`src/rtl/sd_init_seq.sv`:
```
// sd_init_seq: SD card identification sequencer (CMD0, CMD8, CMD55/ACMD41 loop, CMD2, CMD3)
// capturing OCR, CID and RCA, with retry limit and error reporting.
module sd_init_seq #(
  parameter int          MAX_RETRY     = 1000,
  parameter logic [3:0]  VHS           = 4'b0001,
  parameter logic [7:0]  CHECK_PATTERN = 8'hAA,
  parameter logic [23:0] OCR_WINDOW    = 24'hFF8000
) (
  input  logic         clk,
  input  logic         reset,
  input  logic         start,
  output logic         cmd_valid,
  input  logic         cmd_ready,
  output logic [5:0]   cmd_index,
  output logic [31:0]  cmd_arg,
  input  logic         resp_valid,
  input  logic         resp_timeout,
  input  logic [127:0] resp_data,
  output logic         ocr_en,
  output logic         cid_en,
  output logic         rca_en,
  output logic [31:0]  ocr,
  output logic [127:0] cid,
  output logic [15:0]  rca,
  output logic         ccs,
  output logic         busy,
  output logic         done,
  output logic         error,
  output logic [2:0]   err_code
);
  localparam int RW = $clog2(MAX_RETRY + 1);
  localparam logic [RW-1:0] RETRY_LIMIT = RW'(MAX_RETRY);
  localparam logic [3:0] S_IDLE   = 4'd0;
  localparam logic [3:0] S_CMD0   = 4'd1;
  localparam logic [3:0] S_CMD8   = 4'd2;
  localparam logic [3:0] S_CMD55  = 4'd3;
  localparam logic [3:0] S_ACMD41 = 4'd4;
  localparam logic [3:0] S_CMD2   = 4'd5;
  localparam logic [3:0] S_CMD3   = 4'd6;
  localparam logic [3:0] S_DONE   = 4'd7;
  localparam logic [3:0] S_ERR    = 4'd8;

  logic [3:0]    state;
  logic          wait_ph;
  logic          hcs;
  logic [RW-1:0] retry;
  logic [RW-1:0] retry_n;

  assign retry_n   = retry + 1'b1;
  assign busy      = !(state == S_IDLE || state == S_DONE || state == S_ERR);
  assign done      = state == S_DONE;
  assign error     = state == S_ERR;
  assign cmd_valid = busy && !wait_ph;

  always_comb begin
    cmd_index = state == S_CMD8   ? 6'd8  :
                state == S_CMD55  ? 6'd55 :
                state == S_ACMD41 ? 6'd41 :
                state == S_CMD2   ? 6'd2  :
                state == S_CMD3   ? 6'd3  : 6'd0;
    cmd_arg   = state == S_CMD8   ? {20'b0, VHS, CHECK_PATTERN} :
                state == S_ACMD41 ? {1'b0, hcs, 6'b0, OCR_WINDOW} : 32'd0;
  end

  always_ff @(posedge clk or posedge reset) begin
    if (reset) begin
      state    <= S_IDLE;
      wait_ph  <= 1'b0;
      hcs      <= 1'b1;
      retry    <= '0;
      ocr_en   <= 1'b0;
      cid_en   <= 1'b0;
      rca_en   <= 1'b0;
      ocr      <= '0;
      cid      <= '0;
      rca      <= '0;
      ccs      <= 1'b0;
      err_code <= '0;
    end else begin
      ocr_en <= 1'b0;
      cid_en <= 1'b0;
      rca_en <= 1'b0;
      if (start && !busy) begin
        state    <= S_CMD0;
        wait_ph  <= 1'b0;
        retry    <= '0;
        hcs      <= 1'b1;
        err_code <= '0;
      end else if (cmd_valid) begin
        // CMD0 has no response, so it chains straight into CMD8
        if (cmd_ready) begin
          if (state == S_CMD0) state <= S_CMD8;
          else wait_ph <= 1'b1;
        end
      end else if (wait_ph && resp_timeout) begin
        wait_ph <= 1'b0;
        if (state == S_CMD8) begin
          hcs   <= 1'b0;
          state <= S_CMD55;
        end else begin
          state    <= S_ERR;
          err_code <= 3'd3;
        end
      end else if (wait_ph && resp_valid) begin
        wait_ph <= 1'b0;
        case (state)
          S_CMD8: begin
            if (resp_data[11:0] == {VHS, CHECK_PATTERN}) state <= S_CMD55;
            else begin
              state    <= S_ERR;
              err_code <= 3'd1;
            end
          end
          S_CMD55: state <= S_ACMD41;
          S_ACMD41: begin
            ocr    <= resp_data[31:0];
            ocr_en <= 1'b1;
            if ((resp_data[23:0] & OCR_WINDOW) == 24'd0) begin
              state    <= S_ERR;
              err_code <= 3'd4;
            end else if (resp_data[31]) begin
              ccs   <= resp_data[30] && hcs;
              state <= S_CMD2;
            end else begin
              retry <= retry_n;
              if (retry_n == RETRY_LIMIT) begin
                state    <= S_ERR;
                err_code <= 3'd2;
              end else state <= S_CMD55;
            end
          end
          S_CMD2: begin
            cid    <= resp_data;
            cid_en <= 1'b1;
            state  <= S_CMD3;
          end
          S_CMD3: begin
            rca    <= resp_data[31:16];
            rca_en <= 1'b1;
            state  <= S_DONE;
          end
          default: ;
        endcase
      end
    end
  end
endmodule

```
`config.mk`:
```
export PLATFORM = sky130hd
export DESIGN_NAME = sd_init_seq
export DESIGN_NICKNAME = d
export VERILOG_FILES = /design/src/rtl/sd_init_seq.sv
export SDC_FILE = /design/constraint.sdc
export NUM_CORES = 1
export LEC_CHECK = 0
export BUFFER_PORTS_ARGS = -buffer_cell sky130_fd_sc_hd__clkbuf_2
export CORE_ASPECT_RATIO = 0.8
export CORE_MARGIN = 4
export CORE_UTILIZATION = 35
export CTS_CLUSTER_DIAMETER = 50
export DETAILED_ROUTE_END_ITERATION = 8
export PLACE_DENSITY = 0.68
export SLEW_MARGIN = 15
export SYNTH_ARGS = -nofsm -noshare
export SYNTH_HDL_FRONTEND = slang
export SYNTH_SLANG_ARGS = --single-unit
```
`constraint.sdc`:
```
create_clock -name clk -period 12.99 [get_ports clk]
set_input_delay 0.6495 -clock clk [delete_from_list [all_inputs] [get_ports clk]]
set_output_delay 0.6495 -clock clk [all_outputs]
set_load 0.05 [all_outputs]
```
* Word level (Yosys, flattened, before mapping)
Cells that the tools add are included.
** Word-level totals
- Flip-flop bits (word level) :: 199
- Bits of input ports :: 134
- Output and inout port bits :: 225
- Word-level logic and storage cells :: 127
** Cells by class
- Add/sub/neg operators :: 1
- Equal/unequal tests :: 21
- Multiplexer cells :: 61
- Bitwise gates (word level) :: 4
- Reductions and logical operators :: 28
** Operator list (count)
- $mux W10 :: 7
- $mux W31 :: 2
- $mux W4 :: 11
- $mux W3 :: 9
- $mux W1 :: 25
- $logic_not A24 Y1 :: 1
- $pmux W4 S5 :: 1
- $mux W6 :: 3
- $eq A4 B3 Y1 const B :: 4
- $reduce_and A5 Y1 :: 3
- $reduce_and A7 Y1 :: 2
- $eq A12 B9 Y1 const B :: 1
- $add A10 B1 Y10 const B :: 1
- $eq A10 B10 Y1 const B :: 1
- $eq A4 B2 Y1 const B :: 2
- $reduce_bool A2 Y1 :: 4
- $reduce_bool A4 Y1 :: 2
- $reduce_bool A8 Y1 :: 1
- $ne A3 B1 Y1 const B :: 2
- $ne A3 B3 Y1 const B :: 2
- $pmux W3 S2 :: 1
- $reduce_and A3 Y1 :: 2
- $reduce_and A6 Y1 :: 1
- $logic_and A1 B1 Y1 :: 5
- other kinds (14) :: 22

* Depth between registers and ports, before layout
- Depth in word-level cells :: 10
- Mapped depth :: 10
- Gate-level depth less buffers :: 7

* Least setup slack after synthesis
Ideal clock, no wire load.
- Kind :: register to register
- Start point :: reg state[3]
- End point :: reg retry[5]
- Library setup time :: 0.135 ns
- Arrival time :: 2.803 ns
- Data required time :: 12.855 ns
- Path slack :: 10.052 ns
- Stages on the path, launching flop included :: 11
- Buffers on the path :: 4
- Period minus slack after synthesis :: 2.938 ns
- Cell sequence :: dfrtp_1 buf_2 and4b_1 buf_2 or3_1 clkinv_1 or4b_1 buf_2 clkbuf_1 nand3_1 o21ai_0
** Between the ends
- Cells in the longest elaborated chain, start to end :: 7
- Elaborated cells on any way between the ends :: 17
- Classes of those cells :: 7 x eq/ne; 1 x mux; 9 x reduce/logical
** Ends and longest elaborated chain
- start, declared :: RTL line 43 : logic [3:0] state;
- start signal, assigned :: RTL line 67 : state <= S_IDLE;
- start signal, assigned :: RTL line 84 : state <= S_CMD0;
- start signal, assigned :: RTL line 92 : if (state == S_CMD0) state <= S_CMD8;
- $eq A4 B3 Y1
- via done :: RTL line 27 : output logic done,
- $logic_or A1 B1 Y1 (2 in series) :: RTL line 50 : assign busy = !(state == S_IDLE || state == S_DONE || state == S_ERR);
- $logic_not A1 Y1 :: RTL line 50
- $logic_and A1 B1 Y1 :: RTL line 53 : assign cmd_valid = busy && !wait_ph;
- via cmd_valid :: RTL line 12 : output logic cmd_valid,
- $ne A2 B1 Y1 (no line)
- $reduce_and A6 Y1 (no line)
- end signal, assigned :: RTL line 125 : retry <= retry_n;
- end, declared :: RTL line 46 : logic [RW-1:0] retry;
The timed path passes the listed nets, and every way through them passes these cells.
A chain may end at the register's enable or synchronous reset.

* Worst setup path in the final report
- Start point :: reg state[0]
- End point :: reg cid[65]
** Between the ends
- Cells in the longest elaborated chain, start to end :: 7
- Elaborated cells on any way between the ends :: 12
- Classes of those cells :: 3 x eq/ne; 2 x bitwise; 7 x reduce/logical
** Ends and longest elaborated chain
- $eq A4 B3 Y1 or $logic_not A4 Y1 (tied branches) :: RTL line 50
- $logic_or A1 B1 Y1 (2 in series) :: RTL line 50
- $logic_not A1 Y1 :: RTL line 50
- $logic_and A1 B1 Y1 :: RTL line 53
- $not A1 Y1 (no line)
- $reduce_and A5 Y1 (no line) (*)
- end signal, assigned :: RTL line 133 : cid <= resp_data;
- end, declared :: RTL line 23 : output logic [127:0] cid,
Every way passes the cells marked *; elsewhere a longest branch is shown, timed or not.

==> impl_summary.txt <==
----------------------------------------------------
[STA]
  Worst clock skew ... roughly 16 ps
  Relative max-transition margin ... approximately 37%
  Max frequency ... 0.256 GHz
  Setup slack after layout ... slightly above 9000 ps
  RSZ-0062 raised after global routing ... false
  Part of the cycle the worst path needs ... a little under a third
  Max-slew violations ... 0
  # setup viols final ... 0
  Final hold violation count ... 0
  Final sum of negative setup slack ... 0 ps
  Transition time at the pin with the least slew margin ... around 950 ps
  Min Tclk post-route ... between 3000 and 4000 ps

[Synthesis]
  Portion of the post-synthesis area used by sequential elements ... 59.6%
  Yosys top cell area share ... a little under 60%
  Post-synthesis area per instance ... 13.8 um2
  Post-synth EDFFs ... 0
  Cell Area, Synth ... 0.00836 mm2
  Warning count from the yosys run ... 0
  Post-synthesis cell type with the largest combined area ... sky130_fd_sc_hd__dfrtp_1
  Most used DFF post-synth ... sky130_fd_sc_hd__dfrtp_1
  Share of synthesized flip-flops with an asynchronous set or reset ... 100%
  Syn Inst Count ... slightly above 600
  Library cells used by synthesis ... 56
  Leading post-synthesis cells by cell area ... sky130_fd_sc_hd__dfrtp_1 (59%), sky130_fd_sc_hd__mux2_2 (24%), sky130_fd_sc_hd__buf_4 (2.8%)
  Yosys reg bits ... roughly 200

[Run]
  # Max-Cap Violations ... 0

[Finish]
  Final antenna diode count ... 0
  Share of layout cells above drive strength 1 ... 60.0%
  Layout Cell Area excl Fill ... 0.0108 mm2
  Post-layout net count ... between 1000 and 1500
  Area growth syn-to-layout ... 29.2%
  Number of fillers in the final layout ... approximately 2200

[Place]
  Placement Setup Slack ... around 9100 ps
  Total of buffers placed on input and output ports ... 341
  Post-detailed-placement cell area ... just over 0.01 mm2
  Final RePlAce weighted congestion ... 0.798
  Detail Placement HPWL ... approximately 17000 um

[Clock tree]
  Total clock sinks ... ~200
  Latest clock arrival within the worst-skew pair ... around 430 ps
  CTS-repair resized insts ... 0
  Root Buffer Master ... sky130_fd_sc_hd__clkbuf_16
  Clock transition at path regs ... ~80 ps
  Max Root-Sink Buffers ... 2
  CTS tree ... built
  H-tree depth ... 4
  Total of hold buffers inserted after clock tree synthesis ... 0
  Number of buffers inserted by post-CTS setup repair ... 0
  TritonCTS buffer count ... 17

[Floorplan]
  Ports ... ~360
  Area of the die ... 0.0264 mm2
  Number of placement rows ... 50
  Placeable core area ... 0.0235 mm2
  Initial standard-cell utilization of the core ... between 30% and 40%
  Overall die width ... ~180 um
  Die Ht ... 146 um

[Setup path]
  CP cell instances ... and4b_1 -> o21ai_2 -> nand2_1 -> nor2_1 -> nand3_4 -> buf_4 -> mux2_2
  Slowest cell on the critical path ... sky130_fd_sc_hd__nand3_4
  Peak per-stage delay on the critical path ... 690 ps
  WP data arrival ... between 4000 and 5000 ps
  Worst setup path category ... register to register
  End of the critical path ... cid[65]$_DFFE_PP0P_
  Length in cells of the worst reg-to-reg path ... 7
  Kind of capture point of the worst setup path ... register
  WP data required ... 13300 ps
  Internal reg-to-reg setup slack ... roughly 9000 ps
  Destination of the worst register-to-register timing path ... cid[65]$_DFFE_PP0P_
  Largest fanout on the critical path ... 69
  Critical R2R Launch ... state[0]$_DFFE_PP0P_
  Element type at the critical path start ... register
  Crit path launch ... state[0]$_DFFE_PP0P_

[Detailed routing]
  Drt total wl ... 22800 um
  Detailed-route via count ... between 5000 and 6000
  Wire length per cell after detailed routing ... between 15 and 20 um
  Starting DRC count in detailed routing ... 236
  Remaining number of nets flagged by the antenna check after routing ... 0
  1st-pass router iterations ... 4
  Count of unresolved DRC violations after routing ... 0
  Vias per cell ... 4.77

[GRT]
  Total GRT Usage ... 17.3%
  Largest net degree at the start of global routing ... around 130
  Number of global-route vias before repair ... between 6000 and 7000
  Initial antenna violation count ... 0
  Total congestion overflow ... 0
  Global-route wire length before repair ... roughly 36000 um

[Power]
  Maximum VDD drop ... 0.000104 V
  LEAKAGE ... around 6.0 nW
  Power, Total ... approximately 2.1 mW
  Pwr per Cell Area ... a little under 200 mW/mm2

[Hold path]
  Class of the tightest hold or removal check ... input pin to asynchronous set/reset pin

[Outcome]
  Result of the run ... finished clean

----------------------------------------------------
-- worst max-delay path, delay by kind of cell (launching register included) --
kind	cells	cell delay, ps
compound gates	1	390
buf+inv	1	680
flops	1	550
mux	1	390
simple gates	4	1620
-- cell type report --
class / count / area, um2 / share of cell area, %
Clock buffer: 17 / 425 / 3.94
Multi-Input combinational cell: 350 / 3040 / 28.1
Sequential cell: 199 / 4980 / 46.1
Tap cell: 312 / 390 / 3.61
Inverter: 11 / 48.8 / 0.452
Timing Repair Buffer: 345 / 1740 / 16.1
Clock inverter: 14 / 180 / 1.67
-- layer usage --
metal  vias to the layer above  GRT usage, %  routed length (um)  share of wire (%)
li1                       2756             -                   -                  -
met1                      2959          20.6                9080                 40
met2                       213          29.5               11500                 50
met3                        19          6.95                1920                8.4
met4                         0          3.89                 311                1.4
met5                         -             0                   0                  0
-- worst min path at each step --
stage                                       start                       to  slack [ps]
after global placement        rca[15]$_DFFE_PP0P_      rca[15]$_DFFE_PP0P_         490
after detailed placement  err_code[0]$_DFFE_PP0P_  err_code[0]$_DFFE_PP0P_         490
after global routing                resp_data[52]      cid[52]$_DFFE_PP0P_         420
after floorplan                   hcs$_DFFE_PP1P_          hcs$_DFFE_PP1P_         460
final                                       reset      cid[76]$_DFFE_PP0P_         410
after CTS                           resp_data[35]      cid[35]$_DFFE_PP0P_         420
-- stage by stage --
step,utilization (%),cells,hold slack (ps)
floorplan,-,622,463
global placement,43.5,1217,488
detailed placement,43.5,1217,486
CTS,46.0,1248,419
global route,46.0,1248,415
finish,46.0,1248,410
-- power by group --
part	internal (mW)	switching, mW
sequential	0.714	0.0640
combinational	0.193	0.606
clock	0.262	0.276
total	1.17	0.946
-- placed cells by master, fill, tap and decap left out, types with 3 or more instances in the layout --
| cell | n |
|---|---|
| sky130_fd_sc_hd__dfrtp_1 | 198 |
| sky130_fd_sc_hd__nor3_1 | 5 |
| sky130_fd_sc_hd__clkbuf_16 | 17 |
| sky130_fd_sc_hd__or3_1 | 3 |
| sky130_fd_sc_hd__nor2_1 | 16 |
| sky130_fd_sc_hd__buf_4 | 4 |
| sky130_fd_sc_hd__o21ai_0 | 24 |
| sky130_fd_sc_hd__inv_1 | 9 |
| sky130_fd_sc_hd__and3_1 | 3 |
| sky130_fd_sc_hd__o41ai_1 | 3 |
| sky130_fd_sc_hd__clkinv_8 | 6 |
| sky130_fd_sc_hd__clkbuf_2 | 341 |
| sky130_fd_sc_hd__a31oi_1 | 4 |
| sky130_fd_sc_hd__mux2_2 | 178 |
| sky130_fd_sc_hd__inv_6 | 3 |
| sky130_fd_sc_hd__inv_8 | 3 |
| sky130_fd_sc_hd__o211ai_1 | 3 |
| sky130_fd_sc_hd__nand2b_1 | 4 |
| sky130_fd_sc_hd__nand2_1 | 16 |
| sky130_fd_sc_hd__a21oi_1 | 9 |
| sky130_fd_sc_hd__and2_1 | 6 |
| sky130_fd_sc_hd__nor3b_1 | 3 |
| sky130_fd_sc_hd__nand3_1 | 13 |
| sky130_fd_sc_hd__conb_1 | 17 |
-- Yosys cell counts, types with 3 or more instances --
library cell                 n
sky130_fd_sc_hd__mux2_2    178
sky130_fd_sc_hd__inv_1      10
sky130_fd_sc_hd__o21ai_0    24
sky130_fd_sc_hd__nor2_1     16
sky130_fd_sc_hd__nor3b_1     3
sky130_fd_sc_hd__or3_1       3
sky130_fd_sc_hd__o41ai_1     3
sky130_fd_sc_hd__dfrtp_1   198
sky130_fd_sc_hd__a21oi_1     9
sky130_fd_sc_hd__clkbuf_1   14
sky130_fd_sc_hd__nor3_1      5
sky130_fd_sc_hd__o211ai_1    3
sky130_fd_sc_hd__a31oi_1     4
sky130_fd_sc_hd__and2_1      6
sky130_fd_sc_hd__and3_1      3
sky130_fd_sc_hd__nand3_1    14
sky130_fd_sc_hd__nand2b_1    4
sky130_fd_sc_hd__nand2_1    16
sky130_fd_sc_hd__buf_2      17
sky130_fd_sc_hd__buf_4      31
-- cells by family after synthesis --
family	Yosys count	synth area share [%]
AOI/OAI and AO/OA	64	4.94
xor gates and xnor gates	3	0.314
adders and majority gates	2	0.299
buffers and inverters	73	4.92
DFF	199	59.6
muxes	179	24.1
other	1	0.0449
and+or+nand+nor	85	5.81
-- sequential cells by signal (all words and copies together), names as in the netlist --
register and cells:
cid 128, ocr 32, rca 16, retry 10, state 4, err_code 3, ccs 1, cid_en 1
hcs 1, ocr_en 1, rca_en 1, wait_ph 1
Note: power is estimated with default switching activity, not from simulation.
